## src/rtl/pc_pkg.sv

```systemverilog
// Shared definitions for the PC / branch controller.
//   br_type_e : branch class encoding carried on br_type (codes 9..15 behave as NONE)
//   state_e   : controller FSM state (RUN fetches, WAIT resolves a branch)
//   INSTR_BYTES : fetch stride in bytes
package pc_pkg;

  typedef enum logic [3:0] {
    BR_NONE = 4'd0,
    BR_BEQ  = 4'd1,
    BR_BNE  = 4'd2,
    BR_BLT  = 4'd3,
    BR_BGE  = 4'd4,
    BR_BLTU = 4'd5,
    BR_BGEU = 4'd6,
    BR_JAL  = 4'd7,
    BR_JALR = 4'd8
  } br_type_e;

  typedef enum logic {
    S_RUN  = 1'b0,
    S_WAIT = 1'b1
  } state_e;

  localparam logic [31:0] INSTR_BYTES = 32'd4;

  // True for the codes that need a resolve cycle; unassigned codes fall through as NONE.
  function automatic logic is_branch(input logic [3:0] t);
    return (t >= 4'd1) && (t <= 4'd8);
  endfunction

endpackage

```

## src/rtl/pc_branch_ctrl_br_cond.sv

```systemverilog
// Taken decision for the branch held in the controller.
//   br_type        : held branch class
//   a_sign, b_sign : bit 31 of the ALU operands captured at issue
//   alu_c          : ALU result in the resolve cycle
//   alu_zero       : ALU zero flag (bit 0 only)
//   taken          : branch/jump redirects the PC
module br_cond
  import pc_pkg::*;
(
  input  br_type_e    br_type,
  input  logic        a_sign,
  input  logic        b_sign,
  input  logic [31:0] alu_c,
  input  logic        alu_zero,
  output logic        taken
);

  // Signed less-than from a subtract result: when operand signs differ the
  // subtraction may overflow, so the sign of A decides directly.
  logic lt;
  assign lt = (a_sign != b_sign) ? a_sign : alu_c[31];

  always_comb begin
    taken = 1'b0;
    case (br_type)
      BR_BEQ:  taken = alu_zero;
      BR_BNE:  taken = !alu_zero;
      BR_BLT:  taken = lt;
      BR_BGE:  taken = !lt;
      BR_BLTU: taken = alu_c[0];   // ALU produces set-less-than-unsigned
      BR_BGEU: taken = alu_c[0];   // ALU produces set-greater-equal-unsigned
      BR_JAL:  taken = 1'b1;
      BR_JALR: taken = 1'b1;
      default: taken = 1'b0;
    endcase
  end

endmodule

```

## src/rtl/pc_branch_ctrl.sv

```systemverilog
// Program counter and branch resolution controller.
// RUN fetches sequentially; a branch parks the PC and spends one WAIT cycle
// resolving against the registered ALU result, then redirects or falls through.
//   clk, rst      : clock, synchronous active-high reset
//   stall         : freeze fetch while in RUN
//   br_type, imm  : branch class and immediate of the instruction at rom_addr
//   a_sign,b_sign : operand sign bits of the issuing branch
//   alu_c,alu_zero: ALU result / zero flag, valid in the WAIT cycle
//   rom_addr      : current PC
//   fetch_en      : instruction at rom_addr issues this cycle
//   redirect      : taken branch pulse (WAIT only)
//   link_addr     : branch PC + 4 during WAIT, else 0
//   misalign      : taken target had nonzero low bits (WAIT only)
//   busy          : in WAIT
module pc_branch_ctrl
  import pc_pkg::*;
#(
  parameter logic [31:0] RESET_PC = 32'h0000_0000
) (
  input  logic        clk,
  input  logic        rst,
  input  logic        stall,
  input  logic [3:0]  br_type,
  input  logic [31:0] imm,
  input  logic        a_sign,
  input  logic        b_sign,
  input  logic [31:0] alu_c,
  input  logic [7:0]  alu_zero,
  output logic [31:0] rom_addr,
  output logic        fetch_en,
  output logic        redirect,
  output logic [31:0] link_addr,
  output logic        misalign,
  output logic        busy
);

  state_e      state;
  logic [31:0] pc, h_pc, h_imm;
  br_type_e    h_type;
  logic        h_a, h_b;
  logic        taken, in_wait;
  logic [31:0] target, seq_pc;
  logic        unused_zero_hi;

  assign unused_zero_hi = ^alu_zero[7:1];

  br_cond u_cond (
    .br_type  (h_type),
    .a_sign   (h_a),
    .b_sign   (h_b),
    .alu_c    (alu_c),
    .alu_zero (alu_zero[0]),
    .taken    (taken)
  );

  assign seq_pc = h_pc + INSTR_BYTES;
  assign target = (h_type == BR_JALR) ? {alu_c[31:1], 1'b0} : h_pc + h_imm;

  // Reset masks the WAIT outputs so an aborted branch never pulses redirect.
  assign in_wait   = (state == S_WAIT) && !rst;
  assign rom_addr  = pc;
  assign fetch_en  = !stall && (rst || state == S_RUN);
  assign busy      = in_wait;
  assign redirect  = in_wait && taken;
  assign misalign  = in_wait && taken && (target[1:0] != 2'b00);
  assign link_addr = in_wait ? seq_pc : 32'h0;

  always_ff @(posedge clk) begin
    if (rst) begin
      state  <= S_RUN;
      pc     <= RESET_PC;
      h_pc   <= 32'h0;
      h_imm  <= 32'h0;
      h_type <= BR_NONE;
      h_a    <= 1'b0;
      h_b    <= 1'b0;
    end else begin
      case (state)
        S_RUN: begin
          if (!stall) begin
            if (is_branch(br_type)) begin
              h_type <= br_type_e'(br_type);
              h_imm  <= imm;
              h_a    <= a_sign;
              h_b    <= b_sign;
              h_pc   <= pc;
              state  <= S_WAIT;
            end else begin
              pc <= pc + INSTR_BYTES;
            end
          end
        end
        S_WAIT: begin
          pc    <= taken ? {target[31:2], 2'b00} : seq_pc;
          state <= S_RUN;
        end
        default: state <= S_RUN;
      endcase
    end
  end

endmodule

```

## config.mk

```make
export PLATFORM = sky130hd
export DESIGN_NAME = pc_branch_ctrl
export DESIGN_NICKNAME = d
export VERILOG_FILES = /design/src/rtl/pc_pkg.sv /design/src/rtl/pc_branch_ctrl_br_cond.sv /design/src/rtl/pc_branch_ctrl.sv
export SDC_FILE = /design/constraint.sdc
export NUM_CORES = 1
export LEC_CHECK = 0
export ABC_CLOCK_PERIOD_IN_PS = 3680
export BUFFER_PORTS_ARGS = -buffer_cell sky130_fd_sc_hd__buf_2
export CAP_MARGIN = 5
export CORE_ASPECT_RATIO = 1.5
export CORE_MARGIN = 5
export CORE_UTILIZATION = 25
export CTS_BUF_LIST = sky130_fd_sc_hd__clkbuf_2 sky130_fd_sc_hd__clkbuf_4 sky130_fd_sc_hd__clkbuf_8
export CTS_CLUSTER_SIZE = 8
export DETAILED_ROUTE_END_ITERATION = 12
export PLACE_DENSITY = 0.52
export SLEW_MARGIN = 5
export SYNTH_ARGS = -nofsm -noshare
export SYNTH_HDL_FRONTEND = slang
export SYNTH_SLANG_ARGS = --single-unit
```

## constraint.sdc

```tcl
create_clock -name clk -period 3.68 [get_ports clk]
set_clock_uncertainty 0.15 [all_clocks]
set_input_delay 0.184 -clock clk [delete_from_list [all_inputs] [get_ports clk]]
set_output_delay 0.184 -clock clk [all_outputs]
set_load 0.01 [all_outputs]
```

### Word-level counts from Yosys, hierarchy flattened

Index checks and enable logic that the tools add are counted.

* flip-flop bits (word level): 103
* logic and storage cells: 51
* output and inout bits: 68
* input bits: 81

* equal/unequal tests: 11
* order comparisons: 2
* add/subtract/negate cells: 3
* reductions and logical operators: 15
* bitwise logic cells: 2
* multiplexer cells: 11

Operators with widths (count)
* $mux W32: 5
* $add A32 B3 Y32 const B: 2
* $pmux W32 S2: 1
* $add A32 B32 Y32: 1
* $eq A4 B3 Y1 const B: 4
* $eq A4 B2 Y1 const B: 2
* $pmux W1 S6: 1
* $logic_and A1 B1 Y1: 5
* $eq A4 B1 Y1 const B: 1
* $eq A4 B4 Y1 const B: 1
* $ge A4 B1 Y1 const B: 1
* $le A4 B4 Y1 const B: 1
* $logic_not A1 Y1: 4
* $ne A2 B2 Y1 const B: 2
* $reduce_or A2 Y1: 2
* $mux W1: 3
* $reduce_and A3 Y1: 1
* $not A1 Y1: 2
* $pmux W1 S2: 1
* $reduce_and A2 Y1: 1
* $reduce_bool A2 Y1: 1
* $logic_or A1 B1 Y1: 1
* $ne A1 B1 Y1: 1

### Longest topological paths before layout

* depth in word-level cells: 6
* gate-level depth with buffers: 10

### Hierarchy

A second synthesis with hierarchy kept.

* cells, all modules: 991
* area, all modules: 7215.7 µm²

By module, submodules not included
* pc_branch_ctrl: cells an instance 977, area an instance 7104.3 µm², seq. area each 2062.0 µm², times used 1
* br_cond: cells an instance 14, area an instance 111.4 µm², seq. area each 0.0 µm², times used 1

### Least setup slack after synthesis

OpenSTA, ideal clock, no wires.

* path type: reg-to-reg
* start: register h_pc[0]
* end: register pc[24] (netlist: rom_addr[24])
* path slack: 955 ps
* arrival: 2441 ps
* path buffers: 0
* required time: 3396 ps
* stages on the path, launching flop included: 11
* period minus slack after synthesis: 2725 ps
* library setup time: 134 ps
* cell sequence: dfxtp_1 > ha_1 > fa_1 > a211oi_1 > o21a_1 > nor2_1 > a211oi_2 > a211oi_1 > or3_1 > a31oi_1 > a211oi_1

* longest elaborated chain between the ends: 4
* elaborated cells on any way between the ends: 5

Ends and longest elaborated chain
* start: declaration: RTL line pc_branch_ctrl.sv:38 `logic [31:0] pc, h_pc, h_imm;`
* start signal: assignment: RTL line pc_branch_ctrl.sv:86 `h_pc <= pc;`
* $add A32 B32 Y32: RTL line pc_branch_ctrl.sv:57 `assign target = (h_type == BR_JALR) ? {alu_c[31:1], 1'b0} : h_pc + h_imm;`
* $mux W32: RTL line pc_branch_ctrl.sv:57
* $mux W32 (*): RTL line pc_branch_ctrl.sv:94 `pc <= taken ? {target[31:2], 2'b00} : seq_pc;`
* $pmux W32 S2 (*): RTL line pc_branch_ctrl.sv:78 `case (state)`
* end signal: assignment: RTL line pc_branch_ctrl.sv:89 `pc <= pc + INSTR_BYTES;`
* end signal: assignment: RTL line pc_branch_ctrl.sv:94
* end: declaration: RTL line pc_branch_ctrl.sv:38

Mark *: on every way between the ends. The rest lies on a longest branch, timed or not.
A chain may end at the register's enable or synchronous reset.

### Final worst setup path

* start: register h_pc[0]
* end: register pc[28] (netlist: rom_addr[28])

The elaborated chain is that of the path after synthesis.

==> out/qor.yml <==
route:
  postRouteAntennaNets: 0
  drt_wl_total_mm: 29.16
  route.detailed.drc: 0
  dr.pass1.iters: 5
  viasPerCell: 5.081
  wl_per_cell_um: 18.85
  vias: 7861
  drt_iter0_drc: 401
sta:
  period_share_pct: 87.46
  fin_crit_ns: 3.219
  setup_violations: 0
  setup_slack_ns: 0.4615
  tightest_slew_ns: 0.7758
  slew_violations: 0
  fmax_mhz: 310.7
  hold_viol: 0
  tns_ns: 0
  relSlewSlack_pct: 48.28
  rsz0062_at_grt: "false"
  holdWs_ns: 0.01873
global_routing:
  grt_max_degree: 59
  antenna_found_initial: 0
  grt_pass1_wl_mm: 44.53
  grt_pass1_vias: 7891
  track_usage_pct: 17.54
  overflow: 0
clock_network:
  clk_latency_ns: 0.42
  post_cts_resize_count: 0
  ctsHoldBuffers: 41
  cts_setup_buffers: 0
  root_buffer: "clkbuf_8"
  clock_path_buffers: 2
  cts.clk_slew.worst_paths_ns: 0.13
  cts_tree: "done"
  cts_buffers: 9
  cts.sinks: 103
  htree_levels: 3
setup_path:
  crit_path_start_kind: "flip-flop"
  crit_family: "compound AO/OA/AOI/OAI gates"
  ff2ff_setup_slack_ns: 0.46
  cp_cell_sequence: "ha_1 > fa_1 > a211oi_1 > o21a_1 > nor2_1 > a211oi_2 > a211oi_1 > a211oi_1 > o21ai_1 > a32o_1"
  crit_type: "reg -> reg"
  cp.buffers_inverters: 0
  cp.arrival_ns: 3.38
  cpMostUsedCell: "a211oi_1"
  critPathCaptureType: "flip-flop"
  required_ns: 3.84
  critPathMaxStageDelay_ns: 0.44
  cp_max_fo: 4
  critPathSlowestCell: "fa_1"
yosys:
  yosys_warnings: 0
  postSynthAreaPerCell_um2: 7.366
  synth_edf_count: 0
  synth_cells: 994
  yosysUniqueCellTypes: 87
  synth_area_um2: 7322
  synth_xor_area_share_pct: 7.895
  yosys.area_share.simple_pct: 27.79
  synth_compound_area_share_pct: 26.01
  ys.flop_type: "dfxtp_1"
  synth.yosys.seq_area_share_pct: 28.16
  synth.area.top_cells: "dfxtp_1 28%, nand2_1 10%, a21oi_1 8.5%"
  synth_top_family_by_area: "simple AND/OR/NAND/NOR gates"
  synth_top_cell_by_area: "dfxtp_1"
  netlist.area_leader.share_pct: 28.16
  muxShareOfSynthArea_pct: 0.1367
  async_reset_ff_share_pct: 0
  yosys.area_share.adder_pct: 5.913
  synth_seq_cells: 103
  synth_fp_nets: 1109
floorplanning:
  start_util_pct: 25.41
  die-area_um2: 32880
  core-area_um2: 28810
  row_count: 76
  fp.dieH_um: 219.6
  die_width_um: 149.7
  ios: 149
finish:
  drive_gt1_share_pct: 18.58
  num_antenna_cells: 0
  num-fill-cells: 3214
  nets: 1267
  fin_area_um2: 9034
  fin_util_pct: 31.35
  synthToLayoutAreaGrowth_pct: 23.38
  multi_input_area_um2: 4967
  seq_area_um2: 2062
  stdcell_count: 1547
power:
  p_seq_share_pct: 50.3
  vdd_ir_drop_max_uv: 134.6
  p_total_mw: 2.419
  p_int_mw: 1.598
  power_switching_mw: 0.8216
  p_clk_share_pct: 29.9
  switching_share_pct: 33.96
  share_comb_of_total_power_pct: 19.9
  power_per_cell_area_nw_per_um2: 267.8
  p_leak_nw: 3.525
run_status:
  status: "finished clean"
placement:
  portBuffers: 141
  dp_cells: 1490
  place_ws_ns: 0.5007
  place_hpwl_mm: 22.33
  gp_congestion: 0.9007
  placed_area_um2: 8441
run:
  max-cap-violations: 0
min_path:
  min_path_type: "in -> reg"
==> metal layers <==
metal  up-vias  part of all wire, %  track usage (%)
met5         -                    0                0
met4         0                  4.1            8.303
met3        60                  5.1            2.859
met2       241                   53            32.85
met1      3669                   38            19.00
li1       3891                    -                -
==> path summary, 6_finish.rpt <==
path / start / to / cells past startpoint
worst max register to register: h_pc[0] / rom_addr[28] / 10
worst max-delay path: h_pc[0] / rom_addr[28] / 10
worst min register to register: h_imm[23] / h_imm[23] / 2
worst min-delay path: alu_c[21] / rom_addr[21] / 4
==> cells by family (layout without fill, tap and decap cells) <==
family / Yosys count / in the layout
and+or+nand+nor: 427 / 427
AOI/OAI and AO/OA: 292 / 292
DFF: 103 / 103
buffers and inverters: 71 / 234
xor gates and xnor gates: 66 / 66
adders and majority gates: 34 / 34
muxes: 1 / 1
==> Yosys cell counts, types with 21 or more instances <==
master / count
clkbuf_1: 39
nand3_1: 24
nand4_1: 22
a211oi_1: 23
o21ai_0: 35
dfxtp_1: 103
nand2_1: 196
xnor2_1: 31
nor2_1: 88
xor2_1: 35
nor3_1: 21
a21oi_1: 125
ha_1: 33
==> power by group through the flow <==
stage          logic, mW  clock network, mW  registers [mW]
2_1_floorplan      0.269                  0            1.23
3_3_place_gp       0.448                  0            1.24
3_5_place_dp       0.449                  0            1.24
4_1_cts            0.484              0.751            1.22
5_1_grt            0.526              0.787            1.22
6_report           0.480              0.723            1.22
==> tightest hold or removal path: stages <==
cell      delay [ns]
buf_2           0.09
nand2_1         0.05
o211ai_1        0.12
o21a_1          0.12
==> flip-flops by register name, summed over array words and instances, names as in the netlist <==
signal    cells
h_type        4
state         1
h_a           1
h_imm        32
rom_addr     32
h_b           1
h_pc         32
==> layout by cell type, fill, tap and decap left out, types with 9 or more instances in the layout <==
master and instances:
a211oi_1 23, a21o_1 9, a21oi_1 125, a31oi_1 9, and3_1 17, and4_1 14
buf_2 140, buf_4 18, clkbuf_8 9, dfxtp_1 103, dlygate4sd3_1 41, ha_1 33
inv_1 17, nand2_1 196, nand3_1 24, nand4_1 22, nor2_1 88, nor3_1 21
o21ai_0 35, xnor2_1 31, xor2_1 35
==> layout make-up <==
cell class | count | area share [%]
Clock buffer | 9 | 1.371
Clock inverter | 7 | 0.6510
Inverter | 18 | 0.7479
Multi-Input combinational cell | 820 | 54.99
Sequential cell | 103 | 22.83
Tap cell | 390 | 5.402
Timing Repair Buffer | 200 | 14.02
Note: power is estimated with default switching activity, not from simulation.
